<file path="src/rtl/button_bounce_gen_pkg.sv">
// Shared types and helpers for the button bounce emulator and its LFSR.
package bounce_pkg;

    typedef enum logic [1:0] {
        IDLE,
        BOUNCE,
        HOLD
    } bounce_state_t;

    localparam logic [15:0] LFSR_MASK = 16'hB400;

    function automatic int us_to_cycles(input int us, input int freq);
        return us * freq;
    endfunction

endpackage

</file>
<file path="src/rtl/button_bounce_gen_if.sv">
// Request handshake and emulated button line between a requester and button_bounce_gen.
interface button_bounce_gen_if;

    logic       req_valid;
    logic       req_level;
    logic       req_ready;
    logic       btn_out;
    logic       busy;
    logic       done;
    logic [7:0] edge_cnt;

    modport master (
        output req_valid, req_level,
        input  req_ready, btn_out, busy, done, edge_cnt
    );

    modport slave (
        input  req_valid, req_level,
        output req_ready, btn_out, busy, done, edge_cnt
    );

endinterface

</file>
<file path="src/rtl/button_bounce_gen_lfsr16.sv">
// Free-running 16-bit Galois LFSR (right shift); a zero seed is replaced by 1 so it never locks up.
module lfsr16
    import bounce_pkg::*;
#(
    parameter logic [15:0] SEED  = 16'hACE1,
    parameter int          OUT_W = 16
) (
    input  logic             clk,
    input  logic             rst_n,
    output logic [OUT_W-1:0] lfsr
);

    localparam logic [15:0] SEED_FIX = (SEED == 16'h0000) ? 16'h0001 : SEED;

    logic [15:0] state;

    always_ff @(posedge clk) begin
        if (!rst_n) begin
            state <= SEED_FIX;
        end else begin
            state <= {1'b0, state[15:1]} ^ (state[0] ? LFSR_MASK : 16'h0000);
        end
    end

    assign lfsr = state[OUT_W-1:0];

endmodule

</file>
<file path="src/rtl/button_bounce_gen.sv">
// Mechanical-button emulator: pseudo-random bounce burst, then a stable hold at the requested level.
// Define BOUNCE_GEN_GLITCH_EN to add a one-cycle inversion mid-hold after a bounce (needs HOLD_CYC >= 2).
module button_bounce_gen
    import bounce_pkg::*;
#(
    parameter int          FREQ      = 50,
    parameter int          BOUNCE_US = 5000,
    parameter int          HOLD_US   = 30000,
    parameter int          N         = 20,
    parameter int          SEG_W     = 10,
    parameter logic [15:0] LFSR_SEED = 16'hACE1
) (
    input  logic                clk,
    input  logic                rst_n,
    button_bounce_gen_if.slave  bus
);

    localparam int BOUNCE_CYC = us_to_cycles(BOUNCE_US, FREQ);
    localparam int HOLD_CYC   = us_to_cycles(HOLD_US, FREQ);

    localparam logic [N-1:0]     WIN_LAST  = N'(BOUNCE_CYC - 1);
    localparam logic [N-1:0]     HOLD_LAST = N'(HOLD_CYC - 1);
    localparam logic [N-1:0]     CNT_ONE   = N'(1);
    localparam logic [SEG_W-1:0] SEG_ONE   = SEG_W'(1);

    bounce_state_t    state, state_n;
    logic             btn_q, btn_n;
    logic             lvl_q, lvl_n;
    logic             done_q, done_n;
    logic [7:0]       edge_q, edge_n;
    logic [N-1:0]     win_q, win_n;
    logic [N-1:0]     hold_q, hold_n;
    logic [SEG_W-1:0] seg_q, seg_n;
    logic [SEG_W-1:0] lfsr_seg;

`ifdef BOUNCE_GEN_GLITCH_EN
    localparam logic [N-1:0] GLITCH_PRE = N'(HOLD_CYC / 2 - 1);
    logic from_bounce_q, from_bounce_n;
`endif

    lfsr16 #(
        .SEED  (LFSR_SEED),
        .OUT_W (SEG_W)
    ) u_lfsr (
        .clk   (clk),
        .rst_n (rst_n),
        .lfsr  (lfsr_seg)
    );

    always_ff @(posedge clk) begin
        if (!rst_n) begin
            state  <= IDLE;
            btn_q  <= 1'b1;
            lvl_q  <= 1'b1;
            done_q <= 1'b0;
            edge_q <= 8'd0;
            win_q  <= '0;
            hold_q <= '0;
            seg_q  <= '0;
        end else begin
            state  <= state_n;
            btn_q  <= btn_n;
            lvl_q  <= lvl_n;
            done_q <= done_n;
            edge_q <= edge_n;
            win_q  <= win_n;
            hold_q <= hold_n;
            seg_q  <= seg_n;
        end
    end

`ifdef BOUNCE_GEN_GLITCH_EN
    always_ff @(posedge clk) begin
        if (!rst_n) begin
            from_bounce_q <= 1'b0;
        end else begin
            from_bounce_q <= from_bounce_n;
        end
    end
`endif

    // The window end forces the settled level and wins over a segment toggle in the same cycle.
    always_comb begin
        state_n = state;
        btn_n   = btn_q;
        lvl_n   = lvl_q;
        done_n  = 1'b0;
        edge_n  = edge_q;
        win_n   = win_q;
        hold_n  = hold_q;
        seg_n   = seg_q;
`ifdef BOUNCE_GEN_GLITCH_EN
        from_bounce_n = from_bounce_q;
`endif
        case (state)
            IDLE: begin
                if (bus.req_valid) begin
                    lvl_n = bus.req_level;
                    if (bus.req_level != btn_q) begin
                        state_n = BOUNCE;
                        btn_n   = ~btn_q;
                        edge_n  = 8'd1;
                        win_n   = '0;
                        seg_n   = lfsr_seg;
                    end else begin
                        state_n = HOLD;
                        edge_n  = 8'd0;
                        hold_n  = '0;
`ifdef BOUNCE_GEN_GLITCH_EN
                        from_bounce_n = 1'b0;
`endif
                    end
                end
            end
            BOUNCE: begin
                win_n = win_q + CNT_ONE;
                if (win_q == WIN_LAST) begin
                    state_n = HOLD;
                    btn_n   = lvl_q;
                    hold_n  = '0;
`ifdef BOUNCE_GEN_GLITCH_EN
                    from_bounce_n = 1'b1;
`endif
                end else if (seg_q == '0) begin
                    btn_n  = ~btn_q;
                    edge_n = (edge_q == 8'hFF) ? edge_q : edge_q + 8'd1;
                    seg_n  = lfsr_seg;
                end else begin
                    seg_n = seg_q - SEG_ONE;
                end
            end
            HOLD: begin
                hold_n = hold_q + CNT_ONE;
                btn_n  = lvl_q;
`ifdef BOUNCE_GEN_GLITCH_EN
                if (from_bounce_q && hold_q == GLITCH_PRE) begin
                    btn_n = ~lvl_q;
                end
`endif
                if (hold_q == HOLD_LAST) begin
                    state_n = IDLE;
                    done_n  = 1'b1;
                end
            end
            default: begin
                state_n = IDLE;
            end
        endcase
    end

    assign bus.req_ready = (state == IDLE);
    assign bus.busy      = (state != IDLE);
    assign bus.btn_out   = btn_q;
    assign bus.done      = done_q;
    assign bus.edge_cnt  = edge_q;

endmodule

</file>
<file path="src/flat_wrapper.sv">
// flat-port wrapper written by rule: the top's interface ports become plain ports
module button_bounce_gen_flat import bounce_pkg::*;
#(
    parameter int          FREQ      = 50,
    parameter int          BOUNCE_US = 5000,
    parameter int          HOLD_US   = 30000,
    parameter int          N         = 20,
    parameter int          SEG_W     = 10,
    parameter logic [15:0] LFSR_SEED = 16'hACE1
)
  (clk, rst_n, bus_req_valid, bus_req_level, bus_req_ready, bus_btn_out, bus_busy, bus_done, bus_edge_cnt);
  button_bounce_gen_if bus_i ();
  input  logic clk;
  input  logic rst_n;
  input wire logic [$bits(bus_i.req_valid)-1:0] bus_req_valid;
  input wire logic [$bits(bus_i.req_level)-1:0] bus_req_level;
  output wire logic [$bits(bus_i.req_ready)-1:0] bus_req_ready;
  output wire logic [$bits(bus_i.btn_out)-1:0] bus_btn_out;
  output wire logic [$bits(bus_i.busy)-1:0] bus_busy;
  output wire logic [$bits(bus_i.done)-1:0] bus_done;
  output wire logic [$bits(bus_i.edge_cnt)-1:0] bus_edge_cnt;
  assign bus_i.req_valid = bus_req_valid;
  assign bus_i.req_level = bus_req_level;
  assign bus_req_ready = bus_i.req_ready;
  assign bus_btn_out = bus_i.btn_out;
  assign bus_busy = bus_i.busy;
  assign bus_done = bus_i.done;
  assign bus_edge_cnt = bus_i.edge_cnt;
  button_bounce_gen #(.FREQ(FREQ), .BOUNCE_US(BOUNCE_US), .HOLD_US(HOLD_US), .N(N), .SEG_W(SEG_W), .LFSR_SEED(LFSR_SEED)) u_core (.clk(clk), .rst_n(rst_n), .bus(bus_i));
endmodule
</file>
<file path="config.mk">
export PLATFORM = sky130hd
export DESIGN_NAME = button_bounce_gen_flat
export DESIGN_NICKNAME = d
export VERILOG_FILES = /design/src/rtl/button_bounce_gen_pkg.sv /design/src/rtl/button_bounce_gen_if.sv /design/src/rtl/button_bounce_gen_lfsr16.sv /design/src/rtl/button_bounce_gen.sv /design/src/flat_wrapper.sv
export SDC_FILE = /design/constraint.sdc
export NUM_CORES = 1
export LEC_CHECK = 0
export CAP_MARGIN = 20
export CORE_ASPECT_RATIO = 0.6
export CORE_UTILIZATION = 68
export CTS_BUF_LIST = sky130_fd_sc_hd__clkbuf_8
export CTS_CLUSTER_DIAMETER = 100
export DETAILED_ROUTE_END_ITERATION = 8
export GPL_TIMING_DRIVEN = 0
export PLACE_DENSITY_LB_ADDON = 0.2
export SLEW_MARGIN = 20
export SYNTH_ARGS = -nofsm -noshare
export SYNTH_HDL_FRONTEND = slang
export SYNTH_SLANG_ARGS = --single-unit
export TNS_END_PERCENT = 5
</file>
<file path="constraint.sdc">
create_clock -name clk -period 5.4 [get_ports clk]
set_input_delay 1.08 -clock clk [delete_from_list [all_inputs] [get_ports clk]]
set_output_delay 1.08 -clock clk [all_outputs]
set_load 0.005 [all_outputs]
</file>
==> run summary, run 1 <==
Tcrit/Tclk final = 0.6450
Critical path endpoint category = register
Commonest cells after routing, fill and taps aside = 79 x dfxtp_1, 43 x nand2_1, 43 x a21oi_1, 38 x nor2_1
Pwr/cell area = 456.9 mW/mm^2
Post-route ant nets = 0
WL per Instance = 17.15 um
DR DRC count = 1
Dpl cells = 566
Critical path endpoint = u_core.win_q[18]$_SDFFE_PN0P_
Core area = 0.005597 mm^2
Initial core utilization = 0.7071
Setup TNS = 0 ns
Unrepaired setup endpoints after global routing = no
Drt first pass iters = 7
Place WS = 1.627 ns
Hold Crit Class = reg -> reg
CTS clock-pin slew for the worst setup and hold paths = 0.08 ns
Met2 Use GR = 0.5245
Synth cell types = 62
Antenna cells = 0
CTS tree = built
WP data required = 5.65 ns
CTS root buffer = clkbuf_8
Slew headroom = 0.3360
Crit Path Class = in -> reg
Failing checks = design-rule violations
Hpwl dp = 6999 um
Die span in y = 61.09 um
Worst-Skew Late Latency = 0.35 ns
# fillers = 401
Sequential area share after synthesis = 0.3996
Leakage = 1.477 nW
Vias per cell = 6.582
Total number of vias = 3831
Row count = 21
Mapped Area = 0.003958 mm^2
Status = finished with violations
Most common cell after layout, fill and taps aside = dfxtp_1
Iteration-0 DRC Markers = 361
Initial antenna violation count = 0
Buffers on Ports = 14
GRT met3 Usage = 0.07946
Global route total overflow = 0
Hold WS = 0.4360 ns
Peak supply drop = 256.8 uV
Synthesis Warnings = 0
Nets@finish = 509
FF-to-FF path depth = 7
Final worst setup slack = 1.917 ns
Max FO, Critical Path = 9
Final min period = 3.483 ns
Non-Filler Instances = 582
Global-route usage over all layers = 0.3388
Mapped Cells = 472
First-pass GRT wire length = 16010 um
Slew of the pin with the lowest slew margin = 0.9870 ns
Clock sinks = 79
H-tree Lvls = 3
Maximum capacitance violations = 0
Number of global-route vias before repair = 3403
Die footprint = 0.006139 mm^2
# Post-CTS Setup Buffers = 0
PostCTS Resize Cnt = 0
Asr flop ratio synth = 0
CTS max path bufs = 2
Max-slew violations = 0
Pin count of the biggest net entering global routing = 14
CP startpoint = bus_req_level
CP Data Arrival Time = 3.73 ns
I/O pin count = 16
Seq cells post-synth = 79
GR Util met1 = 0.4694
CTS buffer count = 9
R2r setup slk = 2.50 ns
Final estimated routing congestion in global placement = 0.9033
Skew final = 0.01140 ns
Total count of hold-check failures in the final report = 0
Critical Path Start Type = input pin
Final setup fails = 0
Upper clock frequency limit = 287.1 MHz
Share of layout cells above drive strength 1 = 0.07570
Die W = 100.5 um
GR peak layer = met2
Final WL = 9982 um
Synth Flop Type = dfxtp_1
EDFF count, synth = 0
Area grow syn2layout = 11.70%
Avg Inst Size Synth = 8.385 um^2
Synth Net Count = 484
RR Endpoint = u_core.win_q[18]$_SDFFE_PN0P_
Cts hold-fix bufs = 0
Reg2reg start = u_core.state[1]$_SDFFE_PN0P_
[worst max-delay path, cell delays in order]
cell	delay (ns)
clkdlybuf4s50_1	0.53
xor2_1	0.36
a31oi_1	0.38
nor4_1	0.95
a211oi_1	0.18
a31o_2	0.25
[report_power, final]
group          switching [W]  internal (W)  total [W]
sequential         0.0000576      0.000636   0.000693
combinational       0.000543      0.000295   0.000838
clock               0.000217      0.000271   0.000488
[worst min-delay path by stage]
stage | to | startpoint | slack [ns] | cells after the start
floorplan | u_core.u_lfsr.state[11]$_SDFF_PN1_ | u_core.u_lfsr.state[12]$_SDFF_PN0_ | 0.39 | 1
global placement | u_core.u_lfsr.state[11]$_SDFF_PN1_ | u_core.u_lfsr.state[12]$_SDFF_PN0_ | 0.40 | 1
detailed placement | u_core.u_lfsr.state[11]$_SDFF_PN1_ | u_core.u_lfsr.state[12]$_SDFF_PN0_ | 0.42 | 1
CTS | u_core.u_lfsr.state[14]$_SDFF_PN0_ | u_core.u_lfsr.state[15]$_SDFF_PN1_ | 0.44 | 1
global route | u_core.u_lfsr.state[11]$_SDFF_PN1_ | u_core.u_lfsr.state[12]$_SDFF_PN0_ | 0.46 | 1
finish | u_core.u_lfsr.state[11]$_SDFF_PN1_ | u_core.u_lfsr.state[12]$_SDFF_PN0_ | 0.44 | 1
[registers in the layout, summed over array words and instances (netlist names)]
| signal | flops |
|---|---|
| u_core.state | 2 |
| u_core.bus.edge_cnt | 8 |
| u_core.u_lfsr.state | 16 |
| u_core.seg_q | 10 |
| u_core.hold_q | 20 |
| u_core.lvl_q | 1 |
| u_core.bus.done | 1 |
| u_core.bus.btn_out | 1 |
| u_core.win_q | 20 |
[synth_stat cells, types with 10 or more instances]
cell | count | area share
or4_1 | 12 | 0.023
nand4_1 | 11 | 0.017
dfxtp_1 | 79 | 0.40
clkbuf_1 | 16 | 0.015
or3_1 | 10 | 0.016
inv_1 | 18 | 0.017
nand3_1 | 19 | 0.024
nand2b_1 | 10 | 0.016
nor3_1 | 12 | 0.015
xnor2_1 | 15 | 0.033
o31ai_1 | 10 | 0.019
o21ai_0 | 18 | 0.023
nor2_1 | 38 | 0.036
a21oi_1 | 43 | 0.054
nand2_1 | 43 | 0.041
[layout make-up]
| class | count | area (um^2) | share of cell area |
|---|---|---|---|
| Buffer | 20 | 92.59 | 0.02095 |
| Clock buffer | 10 | 137.6 | 0.03114 |
| Clock inverter | 6 | 85.08 | 0.01925 |
| Inverter | 20 | 75.07 | 0.01698 |
| Multi-Input combinational cell | 353 | 2208 | 0.4996 |
| Sequential cell | 79 | 1582 | 0.3578 |
| Tap cell | 80 | 100.1 | 0.02264 |
| Timing Repair Buffer | 14 | 140.1 | 0.03170 |
[logic make-up (layout without fill, tap and decap cells)]
group | count (synthesis) | after routing | share of synthesized area
compound gates | 115 | 115 | 0.1891
xor+xnor | 18 | 18 | 0.03984
fa+ha+maj | 8 | 8 | 0.02529
buf+inv | 40 | 70 | 0.04236
flops | 79 | 79 | 0.3996
mux | 9 | 9 | 0.02371
simple gates | 203 | 203 | 0.2801
[metal layers]
| layer | routed length [um] | vias up |
|---|---|---|
| met2 | 4282 | 240 |
| met4 | 225 | 0 |
| li1 | - | 1778 |
| met3 | 982 | 33 |
| met5 | 0 | - |
| met1 | 4493 | 1780 |
[stage by stage]
stage | total power (W) | cell area [um^2] | util
after global placement | 0.001474 | 4198 | 0.7501
after floorplan | 0.001281 | 3958 | -
after detailed placement | 0.001511 | 4198 | 0.7501
after CTS | 0.001994 | 4420 | 0.7899
final | 0.002020 | 4420 | 0.7899
after global routing | 0.002122 | 4420 | 0.7899
(Power assumes the default switching activity.)
==> inputs of run 2 (changes only) <==
- CORE_UTILIZATION: 68 -> 63
- clock period: 5.4 -> 3.3 ns (I/O delays scaled with it)
==> run 2 against run 1 <==
The run now ends clean. Sequential share of layout area rose by 0.32 points. Critical endpoint is now u_core.seg_q[6]$_SDFFE_PN0P_. Largest power group unchanged. Combinational power rose by 62%. Largest cell class unchanged. Worst setup slack got worse by 1.7 ns. Global-route usage fell by 2.3 points.
==> run summary, run 2 (synthesis results as in run 1) <==
Max-slew violations = 0
Hold path depth = 1
Hold Path Sink = u_core.u_lfsr.state[11]$_SDFF_PN1_
Global route total overflow = 0
Area grow syn2layout = 10.72%
Status = complete, no violations
Most common cell after layout, fill and taps aside = dfxtp_1
# Post-CTS Setup Buffers = 0
Fin area = 0.004382 mm^2
Final estimated routing congestion in global placement = 0.8496
Global-route usage over all layers = 0.3162
Leakage = 1.451 nW
CTS clock-pin slew for the worst setup and hold paths = 0.09 ns
Power share of the sequential group = 0.360
Critical path endpoint category = register
Peak supply drop = 518.4 uV
FF-to-FF path depth = 8
Total count of hold-check failures in the final report = 0
Initial antenna violation count = 0
CTS root buffer = clkbuf_8
Clk pwr share = 0.211
HP Start = u_core.u_lfsr.state[12]$_SDFF_PN0_
WP data required = 3.59 ns
Die W = 104.3 um
Max FO, Critical Path = 10
Number of global-route vias before repair = 3372
Hold Crit Class = reg -> reg
Logic pwr share = 0.429
Pwr/cell area = 721.5 mW/mm^2
Hpwl dp = 6880 um
Area of the multi-input gates = 0.002208 mm^2
Die footprint = 0.006613 mm^2
Vias per cell = 6.423
Dpl cells = 566
Final worst setup slack = 0.2342 ns
WL per Instance = 16.73 um
R2r setup slk = 0.24 ns
PostCTS Resize Cnt = 0
Die span in y = 63.40 um
FF+latch area = 0.001582 mm^2
Iteration-0 DRC Markers = 372
Crit Path Class = in -> reg
# fillers = 448
Top Registers = u_core.hold_q: 20 flops, u_core.win_q: 20 flops, u_core.u_lfsr.state: 16 flops
I/O pin count = 16
NetSw = 0.001343 W
Skew final = 0.01331 ns
Initial core utilization = 0.6815
Place WS = -0.02477 ns
Core area = 0.005807 mm^2
Row count = 21
Clock sinks = 79
Maximum capacitance violations = 0
Non-Filler Instances = 582
Commonest cells after routing, fill and taps aside = 79 x dfxtp_1, 43 x nand2_1, 43 x a21oi_1, 38 x nor2_1, 19 x nand3_1
Cts hold-fix bufs = 0
Buffers on Ports = 14
CTS tree = built
Slew of the pin with the lowest slew margin = 1.026 ns
H-tree Lvls = 3
CP Data Arrival Time = 3.36 ns
Post-route ant nets = 0
Critical Path Start Type = input pin
Pin count of the biggest net entering global routing = 15
Share of layout cells above drive strength 1 = 0.07769
Upper clock frequency limit = 326.2 MHz
Unrepaired setup endpoints after global routing = no
DR DRC count = 0
Internal cell power = 0.001819 W
Slew headroom = 0.3128
Final setup fails = 0
Setup TNS = 0 ns
First-pass GRT wire length = 16480 um
Total number of vias = 3738
Switching part of the total = 0.4247
CTS max path bufs = 2
Final WL = 9737 um
Tcrit/Tclk final = 0.9290
CTS buffer count = 9
Placed Instance Area = 0.004198 mm^2
Drt first pass iters = 6
Worst-Skew Late Latency = 0.37 ns
Antenna cells = 0
Reg2reg start = u_core.state[1]$_SDFFE_PN0P_
Nets@finish = 509
RR Endpoint = u_core.win_q[6]$_SDFFE_PN0P_
Final min period = 3.066 ns
-- run 2: area by class of cell --
cell class / instances / share of cell area
Inverter: 20 / 0.01713
Tap cell: 80 / 0.02284
Buffer: 20 / 0.02113
Clock buffer: 10 / 0.03141
Clock inverter: 6 / 0.01057
Sequential cell: 79 / 0.3609
Timing Repair Buffer: 14 / 0.03198
Multi-Input combinational cell: 353 / 0.5040
-- run 2: power by group through the flow --
| stage | Sequential [W] | Combinational (W) | Clock, W |
|---|---|---|---|
| after global routing | 0.00115 | 0.00147 | 0.000718 |
| after floorplan | 0.00113 | 0.000968 | 0 |
| after detailed placement | 0.00115 | 0.00131 | 0 |
| final | 0.00114 | 0.00136 | 0.000668 |
| after CTS | 0.00113 | 0.00132 | 0.000678 |
| after global placement | 0.00115 | 0.00127 | 0 |
-- run 2: worst max-delay path, stage by stage --
cell,delay [ns]
clkdlybuf4s50_1,0.56
xor2_1,0.38
a31oi_1,0.38
a31oi_1,0.87
nand2_1,0.25
o21ai_0,0.24
-- run 2: per-stage QoR --
step	hold WS (ns)	utilization	total power, W
CTS	0.4165	0.7546	0.003134
finish	0.4174	0.7546	0.003161
detailed placement	0.3958	0.7229	0.002464
global placement	0.3871	0.7229	0.002416
global route	0.4457	0.7546	0.003332
floorplan	0.3863	-	0.002096
-- run 2: worst max-delay path by stage --
| stage | start | endpoint |
|---|---|---|
| after floorplan | u_core.seg_q[0]$_SDFFE_PN0P_ | u_core.bus.edge_cnt[0]$_SDFFE_PN0P_ |
| after global placement | bus_req_level | u_core.win_q[19]$_SDFFE_PN0P_ |
| after detailed placement | bus_req_level | u_core.win_q[19]$_SDFFE_PN0P_ |
| after CTS | u_core.state[1]$_SDFFE_PN0P_ | u_core.win_q[6]$_SDFFE_PN0P_ |
| after global routing | u_core.state[1]$_SDFFE_PN0P_ | u_core.win_q[6]$_SDFFE_PN0P_ |
| final | bus_req_level | u_core.seg_q[6]$_SDFFE_PN0P_ |
-- run 2: layer usage --
| metal | track usage | wire [um] | up-vias |
|---|---|---|---|
| li1 | - | - | 1774 |
| met1 | 0.4514 | 4543 | 1735 |
| met2 | 0.4520 | 4132 | 200 |
| met3 | 0.08903 | 875 | 29 |
| met4 | 0.1143 | 185 | 0 |
| met5 | 0 | 0 | - |
==> inputs of run 3 (changes only) <==
- CTS_CLUSTER_SIZE: default -> 25
==> results of run 3 <==
No change in the layout: final DEF, timing and power equal those of run 2.
